**src/rtl/pc_fetch.sv**
```systemverilog
// Instruction-fetch stage: owns the PC, addresses the combinational ROM and
// registers the returned word into a valid/ready fetch/decode slot.
module pc_fetch #(
    parameter logic [31:0] RESET_PC  = 32'h0000_0000,
    parameter int unsigned ROM_SIZE  = 8,
    parameter logic [31:0] NOP_INSTR = 32'h0000_0013
) (
    input  logic        clk,
    input  logic        rst,
    output logic [31:0] cmd_address_current,
    input  logic [31:0] current_instruction,
    input  logic        redirect_valid,
    input  logic [31:0] redirect_pc,
    input  logic        if_ready,
    output logic        if_valid,
    output logic [31:0] if_instr,
    output logic [31:0] if_pc,
    output logic        if_fault
);

    localparam int unsigned ADDR_W    = 32;
    localparam logic [ADDR_W-1:0] ROM_WORDS = ADDR_W'(ROM_SIZE);
    localparam logic [ADDR_W-1:0] PC_STEP   = ADDR_W'(4);

    typedef enum logic {
        RUN   = 1'b0,
        FAULT = 1'b1
    } state_t;

    state_t            state_q,    state_d;
    logic [ADDR_W-1:0] pc_q,       pc_d;
    logic              valid_q,    valid_d;
    logic [31:0]       instr_q,    instr_d;
    logic [ADDR_W-1:0] out_pc_q,   out_pc_d;
    logic              fault_q,    fault_d;

    logic fire;
    logic slot_free;
    logic load;
    logic bad;

    // State register; everything resets asynchronously.
    always_ff @(posedge clk or posedge rst) begin
        if (rst) begin
            state_q  <= RUN;
            pc_q     <= RESET_PC;
            valid_q  <= 1'b0;
            instr_q  <= NOP_INSTR;
            out_pc_q <= '0;
            fault_q  <= 1'b0;
        end else begin
            state_q  <= state_d;
            pc_q     <= pc_d;
            valid_q  <= valid_d;
            instr_q  <= instr_d;
            out_pc_q <= out_pc_d;
            fault_q  <= fault_d;
        end
    end

    // Next-state: redirect beats capture, capture beats plain consumption.
    always_comb begin
        state_d  = state_q;
        pc_d     = pc_q;
        valid_d  = valid_q;
        instr_d  = instr_q;
        out_pc_d = out_pc_q;
        fault_d  = fault_q;

        fire      = valid_q & if_ready;
        slot_free = ~valid_q | if_ready;
        load      = (state_q == RUN) & slot_free & ~redirect_valid;
        bad       = (pc_q[1:0] != 2'b00) | ({2'b00, pc_q[ADDR_W-1:2]} >= ROM_WORDS);

        if (redirect_valid) begin
            pc_d    = redirect_pc;
            valid_d = 1'b0;
            fault_d = 1'b0;
            state_d = RUN;
        end else if (load && !bad) begin
            instr_d  = current_instruction;
            out_pc_d = pc_q;
            fault_d  = 1'b0;
            valid_d  = 1'b1;
            pc_d     = pc_q + PC_STEP;
        end else if (load && bad) begin
            // Fault marker: PC stays on the offending address until redirected.
            instr_d  = NOP_INSTR;
            out_pc_d = pc_q;
            fault_d  = 1'b1;
            valid_d  = 1'b1;
            state_d  = FAULT;
        end else if (fire) begin
            valid_d = 1'b0;
        end
    end

    assign cmd_address_current = pc_q;
    assign if_valid            = valid_q;
    assign if_instr            = instr_q;
    assign if_pc               = out_pc_q;
    assign if_fault            = fault_q;

endmodule

```
**config.mk**
```make
export PLATFORM = sky130hd
export DESIGN_NAME = pc_fetch
export DESIGN_NICKNAME = d
export VERILOG_FILES = /design/src/rtl/pc_fetch.sv
export SDC_FILE = /design/constraint.sdc
export NUM_CORES = 1
export LEC_CHECK = 0
export CORE_MARGIN = 2
export CORE_UTILIZATION = 38
export DETAILED_ROUTE_END_ITERATION = 7
export GPL_ROUTABILITY_DRIVEN = 0
export GPL_TIMING_DRIVEN = 0
export MAX_ROUTING_LAYER = met4
export PLACE_DENSITY = 0.77
export SLEW_MARGIN = 20
export SYNTH_ARGS = -nofsm -noshare
export SYNTH_HDL_FRONTEND = slang
export SYNTH_SLANG_ARGS = --single-unit
```
**constraint.sdc**
```tcl
create_clock -name clk -period 3.03 [get_ports clk]
set_clock_uncertainty 0.1 [all_clocks]
set_input_delay 0.4545 -clock clk [delete_from_list [all_inputs] [get_ports clk]]
set_output_delay 0.4545 -clock clk [all_outputs]
set_load 0.03 [all_outputs]
```
==> results by group <==
Logic synthesis
  • Async SR Flop Fraction: 100%
  • FF+latch count, synth: 99
  • Most used DFF post-synth: dfrtp_1
  • Syn Nets: 452
  • Synth Cell Area: 3940 um2
  • Post-synthesis area per instance: 10.3 um2
  • EDFF count, synth: 0
  • Synth area leader: dfrtp_1
  • Area share of the largest cell type after synthesis: 61.0%
  • Register area share after synthesis: 63.0%
  • Synth top area cells: dfrtp_1 61%, nand2_1 15%, mux2_2 8.0%, nand3_1 3.7%, dfstp_2 2.0%
  • Cells after synthesis: 382
  • Distinct cells, synth: 29
  • Ys Warns: 0

Placed design
  • DP Area: 5830 um2
  • I/O Buffers: 165
  • DP HPWL: 7980 um
  • Post-placement setup slack: 0.383 ns

Drt
  • Final WL: 10600 um
  • Post-DR wirelength/cell: 15.1 um
  • Drt drc: 0
  • Initial DRC Count: 159
  • Vias/cell: 4.77
  • Vias: 3351
  • DRT Pass-1 Iters: 4
  • Remaining antenna violation count after routing: 0

Timing
  • PnR worst setup slack: 0.823 ns
  • Max Fclk: 453 MHz
  • Final-report setup violation count: 0
  • Worst slew pin tran: 0.733 ns
  • Final critical-path share of the clock period: 72.9%
  • Unrepaired setup endpoints after global routing: false
  • Final Max Tran Viols: 0
  • Fin. Hold Viols: 0
  • Fin Setup TNS: 0 ns
  • Clock period minus worst slack: 2.21 ns
  • Rel. slew slack: 51.0%

Clock network
  • Worst-path clk slew: 0.10 ns
  • Clk sinks: 99
  • Root Buffer: clkbuf_8
  • Clk Latency, worst-skew pair: 0.36 ns
  • Post-cts resize count: 0
  • Postcts setup bufs: 0
  • # hold bufs at CTS: 0
  • CTS tree: built
  • CTS Buf Count: 9
  • H-tree depth: 3
  • Max clock buf depth: 2

Power and ir drop
  • Lkg Pwr: 2.80 nW
  • Max VDD drop: 0.000252 V
  • Power Density: 552 nW/um2
  • Final Total Pwr: 3.34 mW

Critical path
  • Slowest-stage cell, CP: nor2_1
  • Data arrival time of the critical path: 2.40 ns
  • CP Cell Sequence: clkdlybuf4s50_1 > nand2b_1 > nand2b_1 > nor2_1 > clkbuf_1 > nand3_1 > nand2_1
  • Most frequent CP cell: nand2b_1
  • Reg2reg setup slack: 0.95 ns
  • Worst Path Max Fanout: 10
  • Critical Path RT: 3.22 ns
  • Startpoint Class: input pin
  • Worst stage delay on the critical path: 0.58 ns
  • Kind of end point of the critical path: flip-flop
  • Crit path kind: input pin to flip-flop

Die
  • Height of the die: 106 um
  • Core footprint: 10200 um2
  • Width of the chip: 106 um
  • Rows: 37
  • Starting density of the core: 38.7%
  • Die ar.: 11200 um2
  • IO Pins: 166

Finish
  • Final nets: 631
  • Fin area: 6060 um2
  • Layout cells sized above 1: 10.4%
  • Antenna diodes: 0
  • Final Core Density: 59.5%
  • Synth-to-layout area growth: 53.8%

Status
  • Outcome: finished clean

GRT
  • Initial antenna violation count: 0
  • Global-route wire length before repair: 17200 um
  • Total grt overflow: 0
  • GRT Total Usage: 20.2%
  • Vias in the first global route: 3439
  • Largest net degree at the start of global routing: 35

Run
  • Maxcap violations: 0

Min path
  • Worst Hold Class: input pin to async pin
## metal layers
metal / routed length (um) / track usage (%) / vias up
li1: - / - / 1596
met1: 4670 / 25.5 / 1623
met2: 5280 / 33.1 / 116
met3: 534 / 3.46 / 16
met4: 148 / 6.95 / 0
met5: 0 / - / -
## Yosys cell counts (3+ instances only)
library cell / instances
nand3_1: 29
dfrtp_1: 96
o21ai_0: 3
inv_1: 6
dfstp_2: 3
clkbuf_1: 13
nor2_1: 10
mux2_2: 28
buf_1: 3
nand2_1: 154
a21oi_1: 7
nor4_1: 6
## critical path: cells and delay by family
| family | cells | cell delay (ns) |
|---|---|---|
| buf+inv | 2 | 0.93 |
| simple gates | 5 | 1.01 |
## state kept, by name, indices dropped and copies added, names as in the netlist
signal               cells
state_q                  1
if_fault                 1
if_pc                   32
if_valid                 1
cmd_address_current     32
if_instr                32
## power by group
part	leakage, nW	switching [mW]	internal (mW)
Clock	0.113	0.440	0.510
Sequential	1.24	0.0939	1.45
Combinational	1.44	0.475	0.377
## cells by family after synthesis
| logic type | Yosys count | share of synthesized area, % |
|---|---|---|
| simple gates | 206 | 21.7 |
| flops | 99 | 63.0 |
| mux | 30 | 8.51 |
| buf+inv | 27 | 3.02 |
| compound gates | 18 | 3.18 |
| fa+ha+maj | 2 | 0.635 |
## final timing paths
kind                                         startpoint  cells after the start                      to
worst max-delay path                           if_ready                      7             if_instr[2]
worst min-delay path                                rst                      2            if_instr[22]
worst max register to register  cmd_address_current[13]                      6  cmd_address_current[3]
worst min register to register             if_instr[29]                      2            if_instr[29]
max in group asynchronous                           rst                      4               if_pc[14]
min in group clk                           if_instr[29]                      2            if_instr[29]
## stage by stage
step | cells | hold WS (ns)
floorplan | 382 | 0.356
global placement | 683 | 0.348
detailed placement | 686 | 0.357
CTS | 702 | 0.368
global route | 702 | 0.392
finish | 702 | 0.363
## area by class of cell
cell class	count	area (um2)
plain buffers	21	96.3
clock buffers	12	155
clock inverters	4	72.6
fillers	876	4120
inverters	6	26.3
multi-input cells	256	1340
flip-flops and latches	99	2480
well taps	136	170
repair buffers	168	1720
## layout by cell type, fill, tap and decap left out, drive strengths merged
cell type / n
clkdlybuf4s50: 165
nand3: 29
nand2: 155
nor4: 7
a211o: 1
clkbuf: 25
inv: 5
mux2i: 2
mux2: 28
buf: 11
clkinv: 1
o21a: 1
ha: 2
a211oi: 2
o41ai: 1
o311ai: 1
o221a: 1
a22oi: 1
clkinvlp: 2
nand4: 1
nor2: 10
bufinv: 2
a21oi: 7
nor3: 2
dfstp: 3
nand2b: 2
o21ai: 3
dfrtp: 96
Power figures use the tool's default switching activity.
==> variant: new RTL, same settings <==
Make the reset (`rst`) synchronous in one clocked block. Comments in the files are not updated.
--- a/src/rtl/pc_fetch.sv
+++ b/src/rtl/pc_fetch.sv
@@ -40,7 +40,7 @@
     logic bad;
 
     // State register; everything resets asynchronously.
-    always_ff @(posedge clk or posedge rst) begin
+    always_ff @(posedge clk) begin
         if (rst) begin
             state_q  <= RUN;
             pc_q     <= RESET_PC;
Function: differs if rst is asserted again (counterexample within 4 cycles, from zero or initial values and one cycle with rst high); with rst held inactive, the same outputs for 4 cycles.
==> variant against the original RTL <==
Wire length grew 13%. Hold slack worse by 0.0064 ns. Non-clock buffer count increased by 14. Setup slack lost 0.21 ns. Sequential cell count did not move. Synthesized area is 0.73% higher. First-iteration DRC count increased by 18%. Sequential share of layout area decreased by 7.7 points. Cell area down 1.8%. Sequential power down 9.7%. Power is 20% lower. Critical path type unchanged. Highest routed layer unchanged. Final cell count rose by 11%. Count of clock-buffer cells in the layout down 2.
==> variant: results (changes against the original RTL) <==
[outcome]
status = completed

[grt]
grt_pass1_vias = 3891  ; +13%
grt_max_degree = 19  ; -46%
grt_antenna_before_repair = 0  ; unchanged
grt_util_all_layers_pct = 21.4  ; +1.2 points
grt_pass1_wl_um = 18900  ; +9.9%

[worst_setup_path]
slowest_stage = clkbuf_1
reg2reg_slack_ns = 0.64  ; -0.31 ns
cp.arrival_ns = 2.60  ; +0.20 ns
path_max_fanout = 10  ; unchanged
max_stage_delay_ns = 0.43  ; -0.15 ns
crit_family = buffers and inverters

[synthesis]
synth_area_leaders = dfxtp_1, o41a_1, mux2i_1
synth.net_count = 534  ; +18%
synth_ff_type = dfxtp_1
synthDistinctLibCells = 29  ; unchanged
synthArstFlopShare_pct = 0  ; -100 points
synth_seq_area_share_pct = 49.9  ; -13 points
ys_top_cells_by_count = dfxtp_1, nor2_1, nand2_1, inv_1, clkbuf_1
yosys_warnings = 0  ; unchanged

[clock_tree]
clk_pin_slew_ns = 0.10  ; about the same
clk-insertion-delay-late_ns = 0.36  ; about the same
cts_root_buf = clkbuf_8
clock_path_buffers = 2  ; unchanged
htree_levels = 3  ; unchanged
cts_resized = 0  ; unchanged
cts_made_buffers = 9  ; unchanged
cts_setup_buffers = 0  ; unchanged

[final_layout]
fin_nets = 708  ; +12%
n_antenna_cell = 0  ; unchanged
drive_above_1_share_pct = 2.80  ; -7.6 points
fillers = 917  ; +4.7%

[route]
route.met3.wl_um = 537  ; +0.56%
met2_length_um = 6050  ; +15%
drt-met1-wl_um = 5160  ; +10%
top_layer = met4
drtIter0Drc = 188  ; +18%
avgRoutedWirePerCell_um = 15.4  ; +1.6%
first_pass_iters = 4  ; unchanged
viasPerCell = 5.07  ; +6.1%

[power]
peakVddDrop_mv = 0.307  ; +22%
leakage_nw = 2.23  ; -21%

[place]
dp_hpwl_um = 9050  ; +13%
place_area_um2 = 5770  ; -1.1%
port_buffers = 163  ; -1.2%

[hold_path]
hp-class = in -> reg

[sta]
worstMarginPinSlew_ns = 0.764  ; +0.0315 ns

## variant: per-stage QoR
| step | hold slack (ns) | cells | power (mW) | utilization [%] | setup WS (ns) |
|---|---|---|---|---|---|
| floorplan | 0.356 | 464 | 1.65 | - | 0.983 |
| global placement | 0.342 | 763 | 1.88 | 56.4 | 0.339 |
| detailed placement | 0.347 | 763 | 1.89 | 56.4 | 0.209 |
| CTS | 0.335 | 779 | 2.68 | 58.2 | 0.581 |
| global route | 0.347 | 779 | 2.77 | 58.2 | 0.384 |
| finish | 0.356 | 779 | 2.66 | 58.2 | 0.608 |
## variant: kinds of logic after synthesis
| family | count (synthesis) | share of synthesized area [%] |
|---|---|---|
| compound gates | 106 | 19.1 |
| fa+ha+maj | 2 | 0.630 |
| simple gates | 152 | 15.8 |
| mux | 28 | 7.06 |
| buf+inv | 77 | 7.50 |
| flops | 99 | 49.9 |
## variant: path summary, 6_finish.rpt
check / startpoint / to / depth (start not counted)
worst min register to register: if_pc[31] / if_pc[31] / 2
worst max-delay path: if_ready / if_pc[28] / 8
worst max register to register: cmd_address_current[0] / cmd_address_current[7] / 6
worst min-delay path: redirect_valid / if_fault / 4
## variant: area by class of cell
cell class | instances | area [um2] | share of cell area (%)
plain buffers | 40 | 159 | 2.67
clock buffers | 10 | 128 | 2.14
clock inverters | 6 | 56.3 | 0.946
inverters | 37 | 139 | 2.33
multi-input cells | 288 | 1690 | 28.4
flip-flops and latches | 99 | 1980 | 33.3
well taps | 136 | 170 | 2.86
repair buffers | 163 | 1630 | 27.4
## variant: per-layer routing
layer / global-route usage, % / vias up
met1: 25.4 / 1881
met5: - / -
li1: - / 1924
met4: 8.55 / 0
met3: 3.25 / 16
met2: 36.4 / 126
## variant: report_power, final
| part | switching, mW | total, mW | internal (mW) |
|---|---|---|---|
| Combinational | 0.269 | 0.475 | 0.206 |
| Clock | 0.482 | 0.799 | 0.317 |
| Sequential | 0.0409 | 1.39 | 1.34 |
| Total | 0.792 | 2.66 | 1.87 |
## variant: worst min-delay path: cells and delay by family
| family | cells | cell delay (ns) |
|---|---|---|
| and+or+nand+nor | 2 | 0.12 |
| AOI/OAI and AO/OA | 1 | 0.07 |
| buffers and inverters | 1 | 0.12 |
